<file path="config.mk">
export PLATFORM = sky130hd
export DESIGN_NAME = branch_predictor_flat
export DESIGN_NICKNAME = d
export VERILOG_FILES = /design/src/rtl/branch_predictor_if.sv /design/src/rtl/branch_predictor.sv /design/src/flat_wrapper.sv
export SDC_FILE = /design/constraint.sdc
export NUM_CORES = 1
export LEC_CHECK = 0
export ABC_CLOCK_PERIOD_IN_PS = 4550
export CORE_UTILIZATION = 35
export DETAILED_ROUTE_END_ITERATION = 8
export GPL_ROUTABILITY_DRIVEN = 0
export GPL_TIMING_DRIVEN = 0
export PLACE_DENSITY = 0.48
export SLEW_MARGIN = 30
export SYNTH_ARGS = -nofsm -noshare
export SYNTH_HDL_FRONTEND = slang
export SYNTH_SLANG_ARGS = --single-unit
</file>
<file path="constraint.sdc">
create_clock -name clk -period 4.55 [get_ports clk]
set_input_delay 0.6825 -clock clk [delete_from_list [all_inputs] [get_ports clk]]
set_output_delay 0.6825 -clock clk [all_outputs]
set_load 0.03 [all_outputs]
</file>
<file path="src/rtl/branch_predictor_if.sv">
// Prediction/resolution bundle between fetch, execute and the branch predictor.
// Latency: n/a (signal bundle only).
// Backpressure: none; lookups and updates are fire-and-forget, one per cycle.
//
// Ports (predictor view, modport slave):
//   in : lu_valid, lu_pc, upd_valid, upd_pc, upd_taken, upd_target,
//        upd_mispredict, flush
//   out: pred_valid, pred_taken, pred_target, mispred_cnt
interface branch_predictor_if #(
  parameter int DataWidth = 32
);
  logic                 lu_valid;
  logic [DataWidth-1:0] lu_pc;
  logic                 pred_valid;
  logic                 pred_taken;
  logic [DataWidth-1:0] pred_target;
  logic                 upd_valid;
  logic [DataWidth-1:0] upd_pc;
  logic                 upd_taken;
  logic [DataWidth-1:0] upd_target;
  logic                 upd_mispredict;
  logic                 flush;
  logic [31:0]          mispred_cnt;

  // Fetch/execute side.
  modport master (
    output lu_valid, lu_pc, upd_valid, upd_pc, upd_taken, upd_target,
           upd_mispredict, flush,
    input  pred_valid, pred_taken, pred_target, mispred_cnt
  );

  // Predictor side.
  modport slave (
    input  lu_valid, lu_pc, upd_valid, upd_pc, upd_taken, upd_target,
           upd_mispredict, flush,
    output pred_valid, pred_taken, pred_target, mispred_cnt
  );
endinterface

</file>
<file path="src/rtl/branch_predictor.sv">
// Direct-mapped BTB with 2-bit saturating direction counters and a mispredict counter.
// Latency: lookup result registered, valid exactly 1 cycle after lu_valid; updates land at the next edge.
// Backpressure: none; accepts one lookup and one update every cycle.
//
// Ports:
//   clk - rising-edge clock
//   rst - synchronous active-high reset (table, pipeline and counter)
//   bp  - branch_predictor_if.slave: lookup request/result, execute resolution, flush, mispred_cnt
module branch_predictor #(
  parameter int DataWidth = 32,
  parameter int Entries   = 16
) (
  input  logic                clk,
  input  logic                rst,
  branch_predictor_if.slave   bp
);

  localparam int IdxW = $clog2(Entries);
  localparam int TagW = DataWidth - IdxW - 1;

  // Table state
  logic                 valid_q  [Entries];
  logic [TagW-1:0]      tag_q    [Entries];
  logic [DataWidth-1:0] target_q [Entries];
  logic [1:0]           ctr_q    [Entries];

  // Registered lookup result and mispredict counter
  logic                 pred_valid_q;
  logic                 pred_taken_q;
  logic [DataWidth-1:0] pred_target_q;
  logic [31:0]          mispred_cnt_q;

  // Bit 0 is a halfword offset and never participates in index or tag.
  logic unused_pc_lsb;
  assign unused_pc_lsb = bp.lu_pc[0] ^ bp.upd_pc[0];

  logic [IdxW-1:0] lu_idx;
  logic [TagW-1:0] lu_tag;
  logic [IdxW-1:0] upd_idx;
  logic [TagW-1:0] upd_tag;

  assign lu_idx  = bp.lu_pc[IdxW:1];
  assign lu_tag  = bp.lu_pc[DataWidth-1:IdxW+1];
  assign upd_idx = bp.upd_pc[IdxW:1];
  assign upd_tag = bp.upd_pc[DataWidth-1:IdxW+1];

  logic       lu_taken;
  logic       upd_hit;
  logic [1:0] upd_ctr_nxt;

  always_comb begin
    lu_taken    = 1'b0;
    upd_hit     = 1'b0;
    upd_ctr_nxt = ctr_q[upd_idx];

    // Reads see the table as of the start of the cycle (no write bypass).
    lu_taken = valid_q[lu_idx] && (tag_q[lu_idx] == lu_tag) && ctr_q[lu_idx][1];
    upd_hit  = valid_q[upd_idx] && (tag_q[upd_idx] == upd_tag);

    if (bp.upd_taken) begin
      if (ctr_q[upd_idx] != 2'b11) upd_ctr_nxt = ctr_q[upd_idx] + 2'd1;
    end else begin
      if (ctr_q[upd_idx] != 2'b00) upd_ctr_nxt = ctr_q[upd_idx] - 2'd1;
    end
  end

  always_ff @(posedge clk) begin
    if (rst) begin
      for (int i = 0; i < Entries; i++) begin
        valid_q[i]  <= 1'b0;
        tag_q[i]    <= '0;
        target_q[i] <= '0;
        ctr_q[i]    <= 2'b01;
      end
      pred_valid_q  <= 1'b0;
      pred_taken_q  <= 1'b0;
      pred_target_q <= '0;
      mispred_cnt_q <= '0;
    end else begin
      pred_valid_q  <= bp.lu_valid;
      pred_taken_q  <= bp.lu_valid && lu_taken;
      pred_target_q <= (bp.lu_valid && lu_taken) ? target_q[lu_idx] : '0;

      // Counts regardless of flush; sticks at all-ones.
      if (bp.upd_valid && bp.upd_mispredict && (mispred_cnt_q != 32'hFFFF_FFFF))
        mispred_cnt_q <= mispred_cnt_q + 32'd1;

      // Flush wins over a same-cycle update, so an allocation cannot survive it.
      if (bp.flush) begin
        for (int i = 0; i < Entries; i++) valid_q[i] <= 1'b0;
      end else if (bp.upd_valid) begin
        if (upd_hit) begin
          ctr_q[upd_idx] <= upd_ctr_nxt;
          if (bp.upd_taken) target_q[upd_idx] <= bp.upd_target;
        end else if (bp.upd_taken) begin
          valid_q[upd_idx]  <= 1'b1;
          tag_q[upd_idx]    <= upd_tag;
          target_q[upd_idx] <= bp.upd_target;
          ctr_q[upd_idx]    <= 2'b10;
        end
      end
    end
  end

  assign bp.pred_valid  = pred_valid_q;
  assign bp.pred_taken  = pred_taken_q;
  assign bp.pred_target = pred_target_q;
  assign bp.mispred_cnt = mispred_cnt_q;

endmodule

</file>
<file path="src/flat_wrapper.sv">
// flat-port wrapper written by rule: the top's interface ports become plain ports
module branch_predictor_flat 
#(
  parameter int DataWidth = 32,
  parameter int Entries   = 16
)
  (clk, rst, bp_lu_valid, bp_lu_pc, bp_upd_valid, bp_upd_pc, bp_upd_taken, bp_upd_target, bp_upd_mispredict, bp_flush, bp_pred_valid, bp_pred_taken, bp_pred_target, bp_mispred_cnt);
  branch_predictor_if #(.DataWidth(DataWidth)) bp_i ();
  input  logic clk;
  input  logic rst;
  input wire logic [$bits(bp_i.lu_valid)-1:0] bp_lu_valid;
  input wire logic [$bits(bp_i.lu_pc)-1:0] bp_lu_pc;
  input wire logic [$bits(bp_i.upd_valid)-1:0] bp_upd_valid;
  input wire logic [$bits(bp_i.upd_pc)-1:0] bp_upd_pc;
  input wire logic [$bits(bp_i.upd_taken)-1:0] bp_upd_taken;
  input wire logic [$bits(bp_i.upd_target)-1:0] bp_upd_target;
  input wire logic [$bits(bp_i.upd_mispredict)-1:0] bp_upd_mispredict;
  input wire logic [$bits(bp_i.flush)-1:0] bp_flush;
  output wire logic [$bits(bp_i.pred_valid)-1:0] bp_pred_valid;
  output wire logic [$bits(bp_i.pred_taken)-1:0] bp_pred_taken;
  output wire logic [$bits(bp_i.pred_target)-1:0] bp_pred_target;
  output wire logic [$bits(bp_i.mispred_cnt)-1:0] bp_mispred_cnt;
  assign bp_i.lu_valid = bp_lu_valid;
  assign bp_i.lu_pc = bp_lu_pc;
  assign bp_i.upd_valid = bp_upd_valid;
  assign bp_i.upd_pc = bp_upd_pc;
  assign bp_i.upd_taken = bp_upd_taken;
  assign bp_i.upd_target = bp_upd_target;
  assign bp_i.upd_mispredict = bp_upd_mispredict;
  assign bp_i.flush = bp_flush;
  assign bp_pred_valid = bp_i.pred_valid;
  assign bp_pred_taken = bp_i.pred_taken;
  assign bp_pred_target = bp_i.pred_target;
  assign bp_mispred_cnt = bp_i.mispred_cnt;
  branch_predictor #(.DataWidth(DataWidth), .Entries(Entries)) u_core (.clk(clk), .rst(rst), .bp(bp_i));
endmodule
</file>
* Word-level counts from Yosys, hierarchy flattened
Memories as Yosys holds them, arrays and structs flattened. A register that Yosys moved wholly into a read port is not among the register bits. Index checks and enable logic that the tools add are counted.
Word-level totals: flip-flop bits (word level) 34, memory bits (writable) 992, logic and storage cells 99, memories 4
Operators by class: add/sub/neg operators 3, equal/unequal tests 4, multiplexer cells 54, bitwise operators 19, reduce and logical (&&, ||, !) cells 12
Memories:
- u_core.target_q | words 16, width 32, rd ports 1, clocked after memory_dff 1, wr ports 16, RTL line branch_predictor.sv:24 | logic [DataWidth-1:0] target_q [Entries];
- u_core.tag_q | words 16, width 27, rd ports 2, clocked after memory_dff 0, wr ports 16, RTL line branch_predictor.sv:23 | logic [TagW-1:0] tag_q [Entries];
- u_core.ctr_q | words 16, width 2, rd ports 2, clocked after memory_dff 0, wr ports 16, RTL line branch_predictor.sv:25 | logic [1:0] ctr_q [Entries];
- u_core.valid_q | words 16, width 1, rd ports 2, clocked after memory_dff 0, wr ports 16, RTL line branch_predictor.sv:22 | logic valid_q [Entries];
Operators by type and width (number):
- $mux 32 | 2
- $eq 27x27->1 | 2
- $mux 1 | 42
- $add 32x1->32 const B | 1
- $ne 32x32->1 const B | 1
- $reduce_or 32->1 | 1
- $mux 27 | 1
- $reduce_or 27->1 | 1
- $or 1x1->1 | 18
- $mux 4 | 4
- $mux 2 | 5
- $logic_and 1x1->1 | 6
- $reduce_or 2->1 | 2
- $add 2x1->2 const B | 1
- $ne 2x2->1 const B | 1
- $reduce_bool 2->1 | 1
- $sub 2x1->2 const B | 1
- $not 1->1 | 1
- $reduce_or 1->1 | 1

* Depth between registers and ports, before layout
Gate-level depths: netlist (run 1). An unclocked memory read counts as a cell.
word-level depth 11, gate-level depth with buffers 16

* Least setup slack after synthesis (run 1)
No wires, ideal clock.
kind input-to-reg, start point input port bp_upd_pc[1], end point memory u_core.tag_q[13][0] in the netlist's numbering (enable), setup time 0.381 ns, data arrival time 3.553 ns, required time 4.169 ns, slack 0.617 ns, stages 11, buffers on the path 3, cells stage by stage buf_4 buf_4 mux4_2 a221o_1 o21ai_0 a21oi_1 a2111o_1 nor4_4 buf_6 nor3_2 or2_1
RTL lines:
- start: declaration | RTL line flat_wrapper.sv:14 | input wire logic [$bits(bp_i.upd_pc)-1:0] bp_upd_pc;
- end: declaration | RTL line branch_predictor.sv:23

* Worst setup path after layout (run 1)
start point input port bp_lu_pc[3], end point register u_core.pred_target_q[11] (netlist: u_core.bp.pred_target[11]), read port of u_core.target_q
On the way: word-level cells in the longest chain between the ends 7, elaborated cells between the ends (all ways) 9, those cells by class eq/ne (1); bitwise (1); reduce/logical (4); memory (3)
RTL lines:
- start: declaration | RTL line flat_wrapper.sv:12 | input wire logic [$bits(bp_i.lu_pc)-1:0] bp_lu_pc;
- $mem_v2 16x27
- $eq 27x27->1 | RTL line branch_predictor.sv:57 | lu_taken = valid_q[lu_idx] && (tag_q[lu_idx] == lu_tag) && ctr_q[lu_idx][1];
- $logic_and 1x1->1 (2 in series) | RTL line branch_predictor.sv:57
- $logic_and 1x1->1 | RTL line branch_predictor.sv:82 | pred_target_q <= (bp.lu_valid && lu_taken) ? target_q[lu_idx] : '0;
- $not 1->1 (no line)
- $reduce_or 2->1 (no line)
- end: declaration | RTL line branch_predictor.sv:30 | logic [DataWidth-1:0] pred_target_q;
Several ways; a longest one is shown, not always the timed one. A chain may end at the register's enable or synchronous reset.

==> results of run 1 <==
[state kept, by name, summed over array words and instances (netlist names)]
name and cells:
u_core.bp.mispred_cnt 32, u_core.bp.pred_taken 1, u_core.bp.pred_target 32, u_core.bp.pred_valid 1, u_core.ctr_q 32, u_core.tag_q 432, u_core.target_q 512, u_core.valid_q 16
[layout make-up]
cell class                      count  area share
Sequential cell                  1058       0.509
Multi-Input combinational cell   2069       0.327
Clock buffer                      173      0.0539
Tap cell                         1930      0.0397
Buffer                            362      0.0306
Timing Repair Buffer              166      0.0299
Clock inverter                     51     0.00841
Inverter                           21     0.00130
Antenna cell                       13    0.000535
[how the worst max path moves through the flow]
stage / start / end / slack [ns] / cells after the start
final: bp_lu_pc[3] / u_core.bp.pred_target[11] / -0.1 / 10
after floorplan: bp_upd_pc[1] / u_core.tag_q[13][0] / 0.62 / 11
after global routing: rst / u_core.target_q[13][6] / -0.004 / 8
after CTS: bp_upd_pc[1] / u_core.target_q[5][22] / -0.04 / 8
after detailed placement: bp_lu_pc[3] / u_core.bp.pred_target[11] / -1.77 / 10
after global placement: bp_upd_pc[1] / u_core.tag_q[0][1] / -2.40 / 12
[cell usage after synthesis, types with 3 or more instances]
library cell,instances,area share
nor3_1,22,0.0021
nand3b_1,3,0.00043
nor2b_1,42,0.0050
nand3_1,39,0.0037
o2bb2ai_1,3,0.00050
xor2_1,54,0.0090
o211ai_1,6,0.00086
a21oi_1,30,0.0029
nor2_1,94,0.0067
o21a_1,4,0.00057
nand2b_1,8,0.00096
a31oi_1,8,0.00096
or2_1,13,0.0016
nor3_2,10,0.0019
mux2_2,9,0.0019
and2_1,520,0.062
dfxtp_1,82,0.031
o21ai_0,19,0.0018
buf_6,21,0.0045
buf_1,14,0.0010
and3_1,442,0.053
nor4_1,9,0.0011
a31o_2,9,0.0015
a22o_1,3,0.00050
mux2i_1,85,0.016
mux4_2,386,0.17
buf_4,17,0.0024
inv_1,20,0.0014
xnor2_1,20,0.0033
and4_1,5,0.00084
or2_2,21,0.0025
a21o_1,26,0.0037
buf_12,4,0.0015
o22ai_1,6,0.00072
buf_2,58,0.0055
edfxtp_1,976,0.56
o21ai_1,6,0.00057
nand2_1,71,0.0051
a22oi_1,32,0.0046
or3_1,3,0.00036
clkbuf_1,247,0.018
nand4_1,9,0.0011
[cells by family (layout without fill, tap and decap cells)]
logic type | after synthesis | count (layout) | share of synthesized area
flops | 1058 | 1058 | 0.591
fa+ha+maj | 1 | 1 | 0.000239
mux | 483 | 483 | 0.185
compound gates | 185 | 185 | 0.0257
buf+inv | 385 | 773 | 0.0348
xor+xnor | 74 | 74 | 0.0124
other cells | 0 | 13 | 0
simple gates | 1324 | 1326 | 0.151
[what timing repair did]
item | in CTS | in global routing
buffers inserted | 1 | 0
setup endpoints to repair | 1068 | 908
cloned | 0 | 2
pin swaps | 1 | 0
hold buffers | 0 | 0
gates resized for setup | 37 | 19
[metal layers]
metal / track usage / vias to the layer above
li1: - / 14100
met1: 0.398 / 18700
met2: 0.426 / 2339
met3: 0.0775 / 528
met4: 0.120 / 18
met5: 0 / -
[cell usage in the layout, fill, tap and decap left out, types with 30 or more instances in the layout]
cell | netlist | final
edfxtp_1 | 976 | 976
and2_1 | 520 | 519
and3_1 | 442 | 442
mux4_2 | 386 | 386
clkbuf_1 | 247 | 233
clkdlybuf4s50_1 | 0 | 149
clkbuf_16 | 0 | 120
mux2i_1 | 85 | 85
dfxtp_1 | 82 | 82
nor2_1 | 94 | 81
nand2_1 | 71 | 70
clkbuf_2 | 0 | 56
buf_2 | 58 | 52
xor2_1 | 54 | 51
nand3_1 | 39 | 39
nor2b_1 | 42 | 38
or2_4 | 1 | 35
a22oi_1 | 32 | 32
a21oi_1 | 30 | 30
[power groups by stage]
stage	Clock, uW	Sequential (uW)	Combinational (uW)
after global routing	10100	11300	2550
after detailed placement	0	11500	2420
after floorplan	0	11400	1370
after CTS	9710	11300	2440
final	9660	11300	2510
after global placement	0	11500	2360
[worst reg2reg max path, cell delays in order, from the launching register on]
cell and delay (ns):
edfxtp_1 0.43, mux4_2 0.50, a22oi_1 0.21, nand2_1 0.09, xor2_1 0.78, a211oi_1 0.10
and4_1 0.30, nand4_1 0.12, buf_2 0.42, buf_6 0.23, clkbuf_1 0.68, and3_1 0.28
[metrics by stage]
step                power, uW   TNS, ns   util  cell area, um^2  hold slack [ns]
floorplan               12700         0      -            52400            0.444
global placement        13800  -2479.19  0.380            56300            0.464
detailed placement      13900  -1362.67  0.383            56800            0.472
CTS                     23400     -1.30  0.410            60700            0.397
global route            23900   -0.0135  0.410            60800            0.443
finish                  23400     -1.97  0.411            60800            0.434
==> flow_metrics.env, run 1 <==
export IMPL_die_h_um=389
export IMPL_worst_pin_slew_ns=1.11
export IMPL_cts_tree="built"
export IMPL_syn_nets=3614
export IMPL_hp_start="bp_upd_pc[21]"
export IMPL_avgSynthCellArea_um2=14.9
export IMPL_htreeDepth=3
export IMPL_power_leakage_uw=0.0223
export IMPL_r2r_slack_ns=0.31
export IMPL_irDropWorstVdd_uv=302
export IMPL_drive_gt1_frac=0.213
export IMPL_ys_warn_count=0
export IMPL_holdPathEnd="u_core.tag_q[8][16]"
export IMPL_cts_buffer_depth=3
export IMPL_synth_edf_count=976
export IMPL_grt_max_degree=34
export IMPL_seqPwrFrac=0.481
export IMPL_grt_usage=0.288
export IMPL_setup_violations=100
export IMPL_post_place_cells=5605
export IMPL_crit_family="buffers and inverters"
export IMPL_p_comb_frac=0.107
export IMPL_path_clk_slew_ns=0.06
export IMPL_via_per_inst=6.10
export IMPL_fin_skew_ns=0.0476
export IMPL_cts_buffers=119
export IMPL_synth_seq_area_share=0.591
export IMPL_route_detailed_drc=0
export IMPL_critPathArrivalTime_ns=5.29
export IMPL_place_ws_ns=-1.77
export IMPL_clkPwrFrac=0.412
export IMPL_r2r_end="u_core.tag_q[1][10]"
export IMPL_post_route_period_util=1.02
export IMPL_slowest_delay_ns=0.70
export IMPL_crit_top_cell="buf_4"
export IMPL_cts_root_buf="clkbuf_16"
export IMPL_port_buffers=149
export IMPL_regArea_um2=30900
export IMPL_wl_mm=221
export IMPL_wl_met1_mm=89.9
export IMPL_cp_start_kind="primary input"
export IMPL_setup_ws_ns=-0.0955
export IMPL_wl_met3_mm=24.6
export IMPL_slew_violations=0
export IMPL_power_density_nw_per_um2=385
export IMPL_rows=141
export IMPL_switchingPower_uw=5990
export IMPL_ys_ff_latch=1058
export IMPL_crit_slowest_cell="mux4_2"
export IMPL_drt_iter0_markers=5192
export IMPL_hold_viol_final=0
export IMPL_grt_pass1_wl_mm=296
export IMPL_fp_dieW_um=389
export IMPL_worstPathCellList="clkdlybuf4s50_1 -> buf_4 -> buf_4 -> mux4_2 -> xnor2_2 -> o2111ai_1 -> nor4_1 -> nand2_2 -> buf_2 -> nor2b_2"
export IMPL_slew_headroom=0.259
export IMPL_worst_setup_path_end_kind="flip-flop"
export IMPL_synth_cell_types=84
export IMPL_syn_area_um2=52400
export IMPL_core_um2=148000
export IMPL_dr_wl_met2_mm=96.5
export IMPL_violations="negative setup slack"
export IMPL_cp_num_buf_inv=4
export IMPL_switching_share=0.256
export IMPL_initial_core_util=0.354
export IMPL_synthCells=3510
export IMPL_path_class="in2reg"
export IMPL_holdPathStages=2
export IMPL_multi_input_area_um2=19900
export IMPL_ios=169
export IMPL_intPower_uw=17400
export IMPL_fin_crit_ns=4.65
export IMPL_grt_pass1_vias=34600
export IMPL_routed_top_layer="met5"
export IMPL_vias=35700
export IMPL_r2r_start="u_core.tag_q[11][4]"
export IMPL_nets=3901
export IMPL_ant_nets=0
export IMPL_worstPathRequired_ns=5.19
export IMPL_drtPass1Iterations=6
export IMPL_cts_sinks=1058
export IMPL_antenna_found_initial=44
export IMPL_wl_per_cell_um=37.9
export IMPL_dp_hpwl_mm=146
export IMPL_async_flop_share=0
export IMPL_worstPathMaxFanout=10
export IMPL_fillerInstances=13800
export IMPL_synthFlopType="edfxtp_1"
export IMPL_r2r_cells=11
export IMPL_drv_cap=0
export IMPL_die_area_um2=151000
export IMPL_clk_latency_ns=0.79
export IMPL_fmax_mhz=215
export IMPL_layout_cells_non_filler=5843
export IMPL_syn_to_final_growth_pct=16.1
export IMPL_hold_class="in2reg"
export IMPL_grt_overflow=0
export IMPL_status="finished with violations"
(Power assumes the default switching activity.)
==> run 2, diff against run 1 <==
==> constraint.sdc (replaced) <==
create_clock -name clk -period 4.55 [get_ports clk]
set_input_delay 1.1375 -clock clk [delete_from_list [all_inputs] [get_ports clk]]
set_output_delay 1.1375 -clock clk [all_outputs]
set_load 0.03 [all_outputs]
==> run 2 against run 1 <==
  * The run still ends with negative setup slack left
  * Setup slack improved by 0.025 ns
  * Via count rose by 0.14%
  * Sequential share of layout area fell by 0.43 points
  * Non-clock buffer count rose by 18
  * Cell area rose by 0.85%
  * Clock skew fell by 0.00095 ns
  * Wire length rose by 0.46%
  * Utilization rose by 0.35 points
  * Register-to-register slack improved by 0.28 ns
  * Critical path type unchanged
  * Critical endpoint is now u_core.tag_q[9][8]
  * Largest power group unchanged
==> flow_metrics.env, run 2 (synthesized netlist as in run 1, its figures left out) <==
export IMPL_power_density_nw_per_um2=383
export IMPL_r2r_start="u_core.tag_q[14][6]"
export IMPL_slew_violations=0
export IMPL_worstPathRequired_ns=5.05
export IMPL_path_clk_slew_ns=0.06
export IMPL_antenna_found_initial=43
export IMPL_core_um2=148000
export IMPL_post_route_period_util=1.02
export IMPL_path_class="in2reg"
export IMPL_fillerInstances=13700
export IMPL_cts_sinks=1058
export IMPL_setup_violations=78
export IMPL_ios=169
export IMPL_holdBufCountCts=0
export IMPL_worst_pin_slew_ns=1.19
export IMPL_power_leakage_uw=0.0226
export IMPL_syn_to_final_growth_pct=17.1
export IMPL_die_area_um2=151000
export IMPL_die_h_um=389
export IMPL_critPathLaunch="bp_upd_pc[4]"
export IMPL_setup_ws_ns=-0.0708
export IMPL_drtPass1Iterations=8
export IMPL_fin_crit_ns=4.62
export IMPL_route_detailed_drc=0
export IMPL_port_buffers=149
export IMPL_drt_iter0_markers=5090
export IMPL_fin_skew_ns=0.0467
export IMPL_cts_buffers=119
export IMPL_top_register="u_core.target_q"
export IMPL_rsz0062_at_grt="false"
export IMPL_drv_cap=0
export IMPL_fp_dieW_um=389
export IMPL_worst_setup_path_end_kind="flip-flop"
export IMPL_finalInstanceArea_um2=61400
export IMPL_htreeDepth=3
export IMPL_fmax_mhz=216
export IMPL_dp_hpwl_mm=146
export IMPL_slew_headroom=0.207
export IMPL_grt_usage=0.290
export IMPL_grt_overflow=0
export IMPL_layout_commonest_cell="edfxtp_1"
export IMPL_top_regs="u_core.target_q (512), u_core.tag_q (432)"
export IMPL_hp_start="u_core.valid_q[6]"
export IMPL_placed_cell_area_um2=56800
export IMPL_cts_root_buf="clkbuf_16"
export IMPL_cts_buffer_depth=3
export IMPL_via_per_inst=6.09
export IMPL_status="finished with violations"
export IMPL_grt_max_degree=34
export IMPL_holdWs_ns=0.489
export IMPL_wl_per_cell_um=37.9
export IMPL_final_cell_mix="edfxtp_1, and2_1, and3_1"
export IMPL_nets=3924
export IMPL_ant_nets=0
export IMPL_worstPathMaxFanout=10
export IMPL_largest_reg_flops=512
export IMPL_clk_latency_ns=0.79
export IMPL_cts_tree="built"
export IMPL_grt_pass1_wl_mm=298
export IMPL_hold_viol_final=0
export IMPL_vias=35700
export IMPL_wl_mm=222
export IMPL_grt_pass1_vias=34700
export IMPL_hold_class="reg2reg"
export IMPL_irDropWorstVdd_uv=299
export IMPL_cp_start_kind="primary input"
export IMPL_critPathArrivalTime_ns=5.12
export IMPL_initial_core_util=0.354
export IMPL_drive_gt1_frac=0.227
export IMPL_violations="negative setup slack"
export IMPL_rows=141
run 2: cell count changes in the layout (fill, tap and decap cells not counted), sizes merged:
cell and change:
buf +24, clkbuf -7, clkdlybuf4s15 +1, diode -4, or2 +5
run 2: worst max-delay path: stages:
cell	delay, ns
buf_4	0.19
buf_4	0.29
buf_4	0.40
mux4_2	0.36
mux2i_1	0.18
xor2_1	0.40
nand2_1	0.09
o21ai_0	0.35
and4bb_2	0.34
nand4_1	0.11
buf_2	0.30
buf_6	0.26
clkbuf_2	0.36
and3_1	0.29
run 2: final cells by class:
cell class / count / area (um^2) / area share
Antenna cell: 9 / 22.5 / 0.000367
Timing Repair Buffer: 191 / 2090 / 0.0340
Multi-Input combinational cell: 2074 / 20100 / 0.327
Buffer: 355 / 1950 / 0.0318
Clock inverter: 51 / 512 / 0.00834
Tap cell: 1930 / 2410 / 0.0394
Clock buffer: 173 / 3280 / 0.0535
Inverter: 21 / 78.8 / 0.00128
Sequential cell: 1058 / 30900 / 0.504
run 2: what timing repair did:
action,4_1_cts,5_1_grt
cloned,6,1
hold endpoints to repair,0,0
resized for setup,89,53
buffers inserted,9,17
endpoints found under the setup margin,1337,804
pin swaps,5,4
run 2: stage by stage:
step | setup TNS, ns | utilization | setup WS [ns] | total power, uW | instances
after CTS | 0 | 0.412 | 0.00201 | 23500 | 5836
after detailed placement | -2197.41 | 0.383 | -2.22 | 13900 | 5605
after floorplan | 0 | - | 0.162 | 12700 | 3510
after global routing | 0 | 0.414 | 0.00321 | 24000 | 5856
final | -2.61 | 0.414 | -0.0708 | 23500 | 5862
after global placement | -3365.93 | 0.380 | -2.85 | 13800 | 5589
run 2: path summary, 6_finish.rpt:
check                       end  slack [ns]  cells past startpoint
max          u_core.tag_q[9][8]       -0.07                     14
min           u_core.valid_q[6]        0.49                      1
max reg2reg  u_core.tag_q[9][8]        0.59                     11
min reg2reg   u_core.valid_q[6]        0.49                      1
run 2: layer usage:
layer,up-vias,track usage,wire [um],share of wire
li1,14100,-,-,-
met1,18700,0.401,90200,0.41
met2,2362,0.427,96000,0.43
met3,526,0.0772,24800,0.11
met4,20,0.129,11000,0.049
met5,-,0,103,0.00046
run 2: report_power, final:
part	switching [uW]	leakage, uW	internal (uW)
Combinational	1560	0.0108	1010
Sequential	199	0.00995	11100
Clock	4250	0.00183	5400
